[src/rtl/val2_seq_shifter.sv]
// val2_seq_shifter: multi-cycle barrel-shift replacement that builds the
// second ALU operand (val2) one bit per clock. Operands are captured on
// accept, shifted in SHIFT, and presented with a valid/ready handshake in DONE.
module val2_seq_shifter (
  input  logic        clk,
  input  logic        rst,
  input  logic        in_valid,
  output logic        in_ready,
  input  logic [11:0] shift_operand,
  input  logic [31:0] val_rm,
  input  logic        imm,
  input  logic        mem_command,
  input  logic        flush,
  output logic        out_valid,
  input  logic        out_ready,
  output logic [31:0] val2,
  output logic        busy
);

  typedef enum logic [1:0] {
    IDLE  = 2'd0,
    SHIFT = 2'd1,
    DONE  = 2'd2
  } state_t;

  localparam logic [1:0] OP_LSL = 2'b00;
  localparam logic [1:0] OP_LSR = 2'b01;
  localparam logic [1:0] OP_ASR = 2'b10;
  localparam logic [1:0] OP_ROR = 2'b11;

  state_t      state;
  state_t      state_next;
  logic [31:0] acc;
  logic [4:0]  cnt;
  logic [1:0]  op;

  logic        accept;
  logic [31:0] load_acc;
  logic [4:0]  load_cnt;
  logic [1:0]  load_op;
  logic [31:0] step_acc;

  // Flush blocks acceptance in the same cycle so an aborted pipeline never
  // hands us a bundle that is about to be discarded.
  assign in_ready  = (state == IDLE) && !flush;
  assign accept    = in_valid && in_ready;
  assign out_valid = (state == DONE);
  assign busy      = (state != IDLE);
  // acc is untouched in DONE, so val2 is stable for the whole handshake.
  assign val2      = acc;

  // Decode the operand bundle into initial accumulator, count and shift type.
  // Load/store offsets win over the immediate form and are never shifted.
  always_comb begin
    load_acc = val_rm;
    load_cnt = shift_operand[11:7];
    load_op  = shift_operand[6:5];
    if (mem_command) begin
      load_acc = {20'b0, shift_operand};
      load_cnt = 5'd0;
      load_op  = OP_LSL;
    end else if (imm) begin
      load_acc = {24'b0, shift_operand[7:0]};
      load_cnt = {shift_operand[11:8], 1'b0};
      load_op  = OP_ROR;
    end
  end

  // One-bit step of the selected shift applied to the accumulator.
  always_comb begin
    step_acc = acc;
    case (op)
      OP_LSL:  step_acc = {acc[30:0], 1'b0};
      OP_LSR:  step_acc = {1'b0, acc[31:1]};
      OP_ASR:  step_acc = {acc[31], acc[31:1]};
      OP_ROR:  step_acc = {acc[0], acc[31:1]};
      default: step_acc = acc;
    endcase
  end

  // State register.
  always_ff @(posedge clk or posedge rst) begin
    if (rst) begin
      state <= IDLE;
    end else begin
      state <= state_next;
    end
  end

  // Next-state logic; flush overrides every other transition.
  always_comb begin
    state_next = state;
    case (state)
      IDLE: begin
        if (accept) begin
          state_next = (load_cnt == 5'd0) ? DONE : SHIFT;
        end
      end
      SHIFT: begin
        // cnt is never zero here; <= 1 keeps a corrupted count from hanging.
        if (cnt <= 5'd1) begin
          state_next = DONE;
        end
      end
      DONE: begin
        if (out_ready) begin
          state_next = IDLE;
        end
      end
      default: state_next = IDLE;
    endcase
    if (flush) begin
      state_next = IDLE;
    end
  end

  // Datapath: capture operands on accept, step while shifting, freeze on flush.
  always_ff @(posedge clk or posedge rst) begin
    if (rst) begin
      acc <= 32'd0;
      cnt <= 5'd0;
      op  <= 2'd0;
    end else if (!flush) begin
      if (accept) begin
        acc <= load_acc;
        cnt <= load_cnt;
        op  <= load_op;
      end else if (state == SHIFT) begin
        acc <= step_acc;
        cnt <= cnt - 5'd1;
      end
    end
  end

endmodule

[config.mk]
export PLATFORM = sky130hd
export DESIGN_NAME = val2_seq_shifter
export DESIGN_NICKNAME = d
export VERILOG_FILES = /design/src/rtl/val2_seq_shifter.sv
export SDC_FILE = /design/constraint.sdc
export NUM_CORES = 1
export LEC_CHECK = 0
export ABC_AREA = 1
export ABC_CLOCK_PERIOD_IN_PS = 1800
export BUFFER_PORTS_ARGS = -buffer_cell sky130_fd_sc_hd__buf_2
export CORE_MARGIN = 2
export CORE_UTILIZATION = 44
export DETAILED_ROUTE_END_ITERATION = 10
export PLACE_DENSITY_LB_ADDON = 0.3
export SYNTH_ARGS = -nofsm -noshare
export SYNTH_HDL_FRONTEND = slang
export SYNTH_SLANG_ARGS = --single-unit
[constraint.sdc]
create_clock -name clk -period 1.8 [get_ports clk]
set_input_delay 0.27 -clock clk [delete_from_list [all_inputs] [get_ports clk]]
set_output_delay 0.27 -clock clk [all_outputs]
set_load 0.005 [all_outputs]
Word-level counts from Yosys, hierarchy flattened
Index checks and enable logic that the tools add are counted.

cells by class
  bitwise gates (word level) = 1
  eq/ne operators = 9
  reductions and logical operators = 12
  magnitude comparators = 1
  muxes and demuxes = 17
  $add $sub $neg = 1

operator list
  kind                                                   number
  2-to-1 mux 32 bit                                      4
  case mux 32 bit (4 select lines)                       1
  2-to-1 mux 5 bit                                       3
  2-to-1 mux 2 bit                                       7
  equality test 2 bit, second input constant             3
  inequality test 3 bit, second input constant           2
  case mux 2 bit (3 select lines)                        1
  AND reduction 3 bit                                    2
  <= comparator 5 x 1 -> 1 bit, second input constant    1
  zero test 5 bit                                        1
  subtractor 5 x 1 -> 5 bit, second input constant       1
  equality test 2 x 1 -> 1 bit, second input constant    2
  zero test 2 bit                                        2
  AND reduction 2 bit                                    2
  nonzero test 2 bit                                     2
  inequality test 3 x 2 -> 1 bit, second input constant  1
  logical AND 1 bit                                      2
  inequality test 2 bit, second input constant           1
  zero test 1 bit                                        1
  2-to-1 mux 1 bit                                       1
  NOT 1 bit                                              1

storage, ports and cells
  output and inout port bits = 35
  bits in registers = 41
  input port bits = 51

Logic depth before layout (Yosys ltp)
  word-level depth = 7
  gate-level depth with buffers = 9
  depth with buffers taken out = 9

Worst setup path after synthesis
Ideal clock, no wire load.

  kind = reg-to-reg
  start = register state[1]
  end = register cnt[2]
  stages on the path, launching flop included = 8
  clock period less this slack = 1340 ps
  arrival time = 1214 ps
  path buffers = 1
  setup slack = 460 ps
  cells stage by stage = dfrtp_1 inv_1 nand2_2 nor2_1 nand2_2 buf_2 o21ai_0 o21ai_0

between the ends
  longest elaborated chain between the ends = 5

RTL lines
  item                           line  text
  from (decl)                    31    state_t state;
  from (signal assigned)         86    state <= state_next;
  zero test 2 bit (*)            45    assign in_ready = (state == IDLE) && !flush;
  logical AND 1 bit (*)          45
  via in_ready                   8     output logic in_ready,
  logical AND 1 bit (*)          46    assign accept = in_valid && in_ready;
  nonzero test 2 bit (no line)   --
  AND reduction 2 bit (no line)  --
  to (signal assigned)           126   cnt <= load_cnt;
  to (signal assigned)           130   cnt <= cnt - 5'd1;
  to (decl)                      34    logic [4:0] cnt;

Mark *: on every way through the listed nets, which the timed path passes. The rest lies on a longest branch.
A chain may end at the register's enable or synchronous reset.

Final worst setup path
  start = register state[1]
  end = register cnt[3]

between the ends
  longest elaborated chain between the ends = 5

RTL lines
  item                           line
  zero test 2 bit                45
  logical AND 1 bit              45
  logical AND 1 bit              46
  nonzero test 2 bit (no line)   --
  AND reduction 2 bit (no line)  --

Parallel ways exist; a longest one is shown, timed or not.

==> metrics list <==
- In this run, synthesis inferred 0 flip-flops with an integrated enable.
* Die width: about 83 microns
* Cell at the slowest stage of the critical path: sky130_fd_sc_hd__dfrtp_1
- Number of buffers on the longest clock path: 2
- Total setup violations reported at the end of the flow: 0
* I/O Pins: 86
- In the final timing run, aggregate negative setup slack is 0 ns.
- Broken down by cell family, the worst path's largest delay share belongs to simple AND/OR/NAND/NOR gates.
- Startpoint type of the worst setup path: flip-flop
- For this run, the slowest stage of the critical path takes approximately 0.41 ns.
- The critical path contains buffers and inverters numbering 2 combined.
- Post-synth top cells: sky130_fd_sc_hd__nand2_1 (142), sky130_fd_sc_hd__o21ai_0 (79), sky130_fd_sc_hd__inv_1 (50), sky130_fd_sc_hd__nand3_1 (42), sky130_fd_sc_hd__dfrtp_1 (41)
* Worst path arrival time: between 1.5 and 2 ns
- # hold bufs at CTS: 0
- Initial Utilization: 0.4588
* Total clock sinks: just over 40
- Number of global-route vias before repair: between 2000 and 3000
* Global routing's busiest layer: met2
- Sequential fraction of design power: 0.342
- Before antenna repair, the detailed router went through 5 iterations.
* Cell taking the most area after synthesis: sky130_fd_sc_hd__dfrtp_1
- Of the total power, combinational logic draws 0.536.
- Number of antenna violations at the first check in global routing: 0
- Static leakage: about 0.0018 uW
* Worst-case headroom to the max-slew limit: 0.6334
- The worst hold path belongs to the class input pin to async pin.
* Maximum level of the CTS H-tree: 2
- For this run, the number of standard cells in the final layout without fillers is approximately 580.
- Once placement completed, the tool counted placed cells totaling between 500 and 600.
- Dividing the final minimum period by the clock period gives 0.8842.
- Filler instances: 609
- Clock buffers created by TritonCTS: 5
* Total Nets Final: about 550
- Once detailed placement completed, the half-perimeter wirelength came to between 5000 and 6000 microns.
- Number of antenna-violating nets in the routed design: 0
* Share of post-route cells with drive strength above 1: 0.2140
- Critical Setup Path Class: flip-flop to flip-flop
* Top post-synthesis cells by area: sky130_fd_sc_hd__dfrtp_1 (38%), sky130_fd_sc_hd__nand2_1 (20%), sky130_fd_sc_hd__o21ai_0 (14%), sky130_fd_sc_hd__nand3_1 (7.7%), sky130_fd_sc_hd__inv_1 (6.9%)
- Sw Share: 0.4516
- Synthesis Warnings: 0
- Weighted congestion at the end of routability-driven global placement: 0.8143
- After clock tree synthesis, the clock-pin slew on the worst setup and hold paths is ~0.080 ns.
* Number of maximum-capacitance constraint violations: 0
- Post-synthesis cell type count: 22
- Synthesis produced approximately 420 cells.
* Crit-path cells: inv_1 > nand2_2 > nor2_1 > nand2_2 > buf_12 > o21ai_0 > nand3_1 > o21ai_1
- Of the post-synthesis cell area, the dominant cell type holds 0.3755.
- Across every metal layer, demand over resource in global routing totals 0.2224.
- Die Outline Area: around 0.007 sq mm
* Clk Tree Root Cell: sky130_fd_sc_hd__clkbuf_8
* Pwr Density: around 1500 mW/mm^2
- Total grt overflow: 0
- Met1 Use GR: 0.3117
- For this run, the top clock speed supported by timing is 628.3 MHz.
* Syn avg cell area: about 6.5 sq um
- Unrepaired setup endpoints after global routing: false
- Via density: 5.092
- Met2 track demand over resource: 0.3468
- Critical Path RT: about 2 ns
- The floorplan step set the die height to 82.81 microns.
- Slew Viols, Final: 0
- Internal cell power: roughly 2800 uW
* Core ar.: 0.005956 sq mm
- Net switching component of the power: ~2300 uW
- Pin count of the biggest net entering global routing: 42
- Syn Std Cell Area: 0.002733 sq mm
- The number of antenna diodes in the final layout is 0.
* Clk network pwr share: 0.122
* Number of design-rule violations left by the first detailed-router iteration: ~170
- Number of register bits inferred by synthesis: a little over 40
- The count of final hold-check violations is 0.
- Most instantiated flip-flop cell in the synthesis netlist: sky130_fd_sc_hd__dfrtp_1
- Clock tree from TritonCTS: built
* Fraction of the yosys area taken by sequential cells: 0.3755
- The final layout contains routed wiring with a total length of between 7000 and 8000 microns.
- The clock arrives with 0.009377 ns of skew.
- The routed layout has slightly below 3000 vias.
- By instance count, the leading cell after synthesis is sky130_fd_sc_hd__nand2_1.
- Post-CTS Repair Setup Buffers: 0
- Cell seen most often among critical-path stages: sky130_fd_sc_hd__nand2_2
- In the global route stage, met3 resource usage came out at 0.05467.
- Row count: 28
* Peak fanout along the critical path: 34
- Detail-routed net length per standard cell: between 10 and 15 microns
- The first global-routing pass estimated between 10000 and 15000 microns of wire.
* Peak supply drop: approximately 0.74 mV
- Min cycle time layout: roughly 1.6 ns
- Number of I/O port buffers: 85
- Count of cells resized by post-cts repair: 0
* Area growth syn-to-layout: 22.12%
- Clk_lat worst skew: approximately 0.30 ns
- The number of nets handed over by synthesis was 476.
- Worst slew pin tran: between 0.5 and 0.6 ns
- Result of the run: finished clean
- Of all flip-flops after synthesis, the portion carrying an async set or reset was 1.000.
- After detailed routing, the number of remaining DRC violations is 0.
- The worst setup path is captured at a flip-flop.
[state kept, by name (all words and copies together), names as in the netlist]
signal / cells
state: 2
op: 2
cnt: 5
val2: 32
[final timing paths]
| check | start | end | slack [ns] | cells past startpoint |
|---|---|---|---|---|
| setup / recovery | state[1]$_DFFE_PP0P_ | cnt[3]$_DFFE_PP0P_ | 0.21 | 8 |
| hold / removal | rst | val2[21]$_DFFE_PP0P_ | 0.09 | 3 |
| setup reg to reg | state[1]$_DFFE_PP0P_ | cnt[3]$_DFFE_PP0P_ | 0.21 | 8 |
| hold reg to reg | val2[31]$_DFFE_PP0P_ | val2[31]$_DFFE_PP0P_ | 0.54 | 2 |
| max in group asynchronous | rst | cnt[4]$_DFFE_PP0P_ | 1.33 | 3 |
| min in group clk | flush | state[0]$_DFFE_PP0P_ | 0.23 | 4 |
[power by group through the flow]
stage / logic (uW) / registers [uW] / clock network, uW
floorplan: 1830 / 1700 / 0
global placement: 2670 / 1750 / 0
detailed placement: 2750 / 1760 / 0
CTS: 2760 / 1750 / 641
global route: 3210 / 1810 / 687
finish: 2750 / 1750 / 626
[stage by stage]
stage	setup slack (ns)	power, uW	util	instance area (sq um)	hold slack [ns]
6_report	0.2085	5126	0.5603	3337	0.09493
5_1_grt	0.003722	5714	0.5603	3337	0.1411
4_1_cts	0.2108	5157	0.5603	3337	0.1100
3_5_place_dp	0.2017	4510	0.5458	3251	0.4369
3_3_place_gp	0.2816	4424	0.5458	3251	0.4356
2_1_floorplan	0.4602	3531	-	2733	0.4228
[area by class of cell]
class,instances,area (sq um),share of cell area
multi-input combinational,307,1396,0.4184
sequential,41,1026,0.3075
timing repair buffer,94,543.0,0.1627
inverter,51,191.4,0.05737
tap,75,93.84,0.02812
clock buffer,7,86.33,0.02587
[cell usage in the layout, fill, tap and decap left out]
cell	netlist	routed
sky130_fd_sc_hd__nand2_1	142	142
sky130_fd_sc_hd__buf_2	15	85
sky130_fd_sc_hd__xnor2_1	1	1
sky130_fd_sc_hd__buf_4	2	5
sky130_fd_sc_hd__nor2_2	2	1
sky130_fd_sc_hd__a21oi_4	1	1
sky130_fd_sc_hd__a21oi_1	2	2
sky130_fd_sc_hd__dfrtp_1	41	41
sky130_fd_sc_hd__o21ai_0	79	79
sky130_fd_sc_hd__buf_12	0	4
sky130_fd_sc_hd__o211ai_1	1	1
sky130_fd_sc_hd__nor2_4	0	1
sky130_fd_sc_hd__nand2_2	2	2
sky130_fd_sc_hd__clkbuf_1	6	1
sky130_fd_sc_hd__o21ai_1	3	3
sky130_fd_sc_hd__inv_2	1	1
sky130_fd_sc_hd__nor3_4	1	1
sky130_fd_sc_hd__nor2_1	24	24
sky130_fd_sc_hd__ha_1	2	2
sky130_fd_sc_hd__inv_1	50	50
sky130_fd_sc_hd__nand3_1	42	42
sky130_fd_sc_hd__xor2_1	1	1
sky130_fd_sc_hd__clkbuf_8	0	6
sky130_fd_sc_hd__a22oi_1	4	4
[cell families (layout without fill, tap and decap cells)]
family | Yosys count | count (layout) | synth area share
and+or+nand+nor | 213 | 213 | 0.3201
AOI/OAI and AO/OA | 90 | 90 | 0.1735
buffers and inverters | 75 | 152 | 0.1154
DFF | 41 | 41 | 0.3755
adders and majority gates | 2 | 2 | 0.009156
xor gates and xnor gates | 2 | 2 | 0.006411
[layer usage]
| metal | share of wire | vias up | wire length [microns] |
|---|---|---|---|
| met5 | 0 | - | 0 |
| met4 | 0.011 | 0 | 82 |
| met3 | 0.064 | 9 | 476 |
| met2 | 0.46 | 100 | 3380 |
| met1 | 0.47 | 1328 | 3449 |
| li1 | - | 1491 | - |
[worst reg2reg max path, cell delays in order (launching register included)]
cell	delay [ns]
sky130_fd_sc_hd__dfrtp_1	0.41
sky130_fd_sc_hd__inv_1	0.11
sky130_fd_sc_hd__nand2_2	0.12
sky130_fd_sc_hd__nor2_1	0.17
sky130_fd_sc_hd__nand2_2	0.19
sky130_fd_sc_hd__buf_12	0.23
sky130_fd_sc_hd__o21ai_0	0.11
sky130_fd_sc_hd__nand3_1	0.11
sky130_fd_sc_hd__o21ai_1	0.09
(Power assumes the default switching activity.)
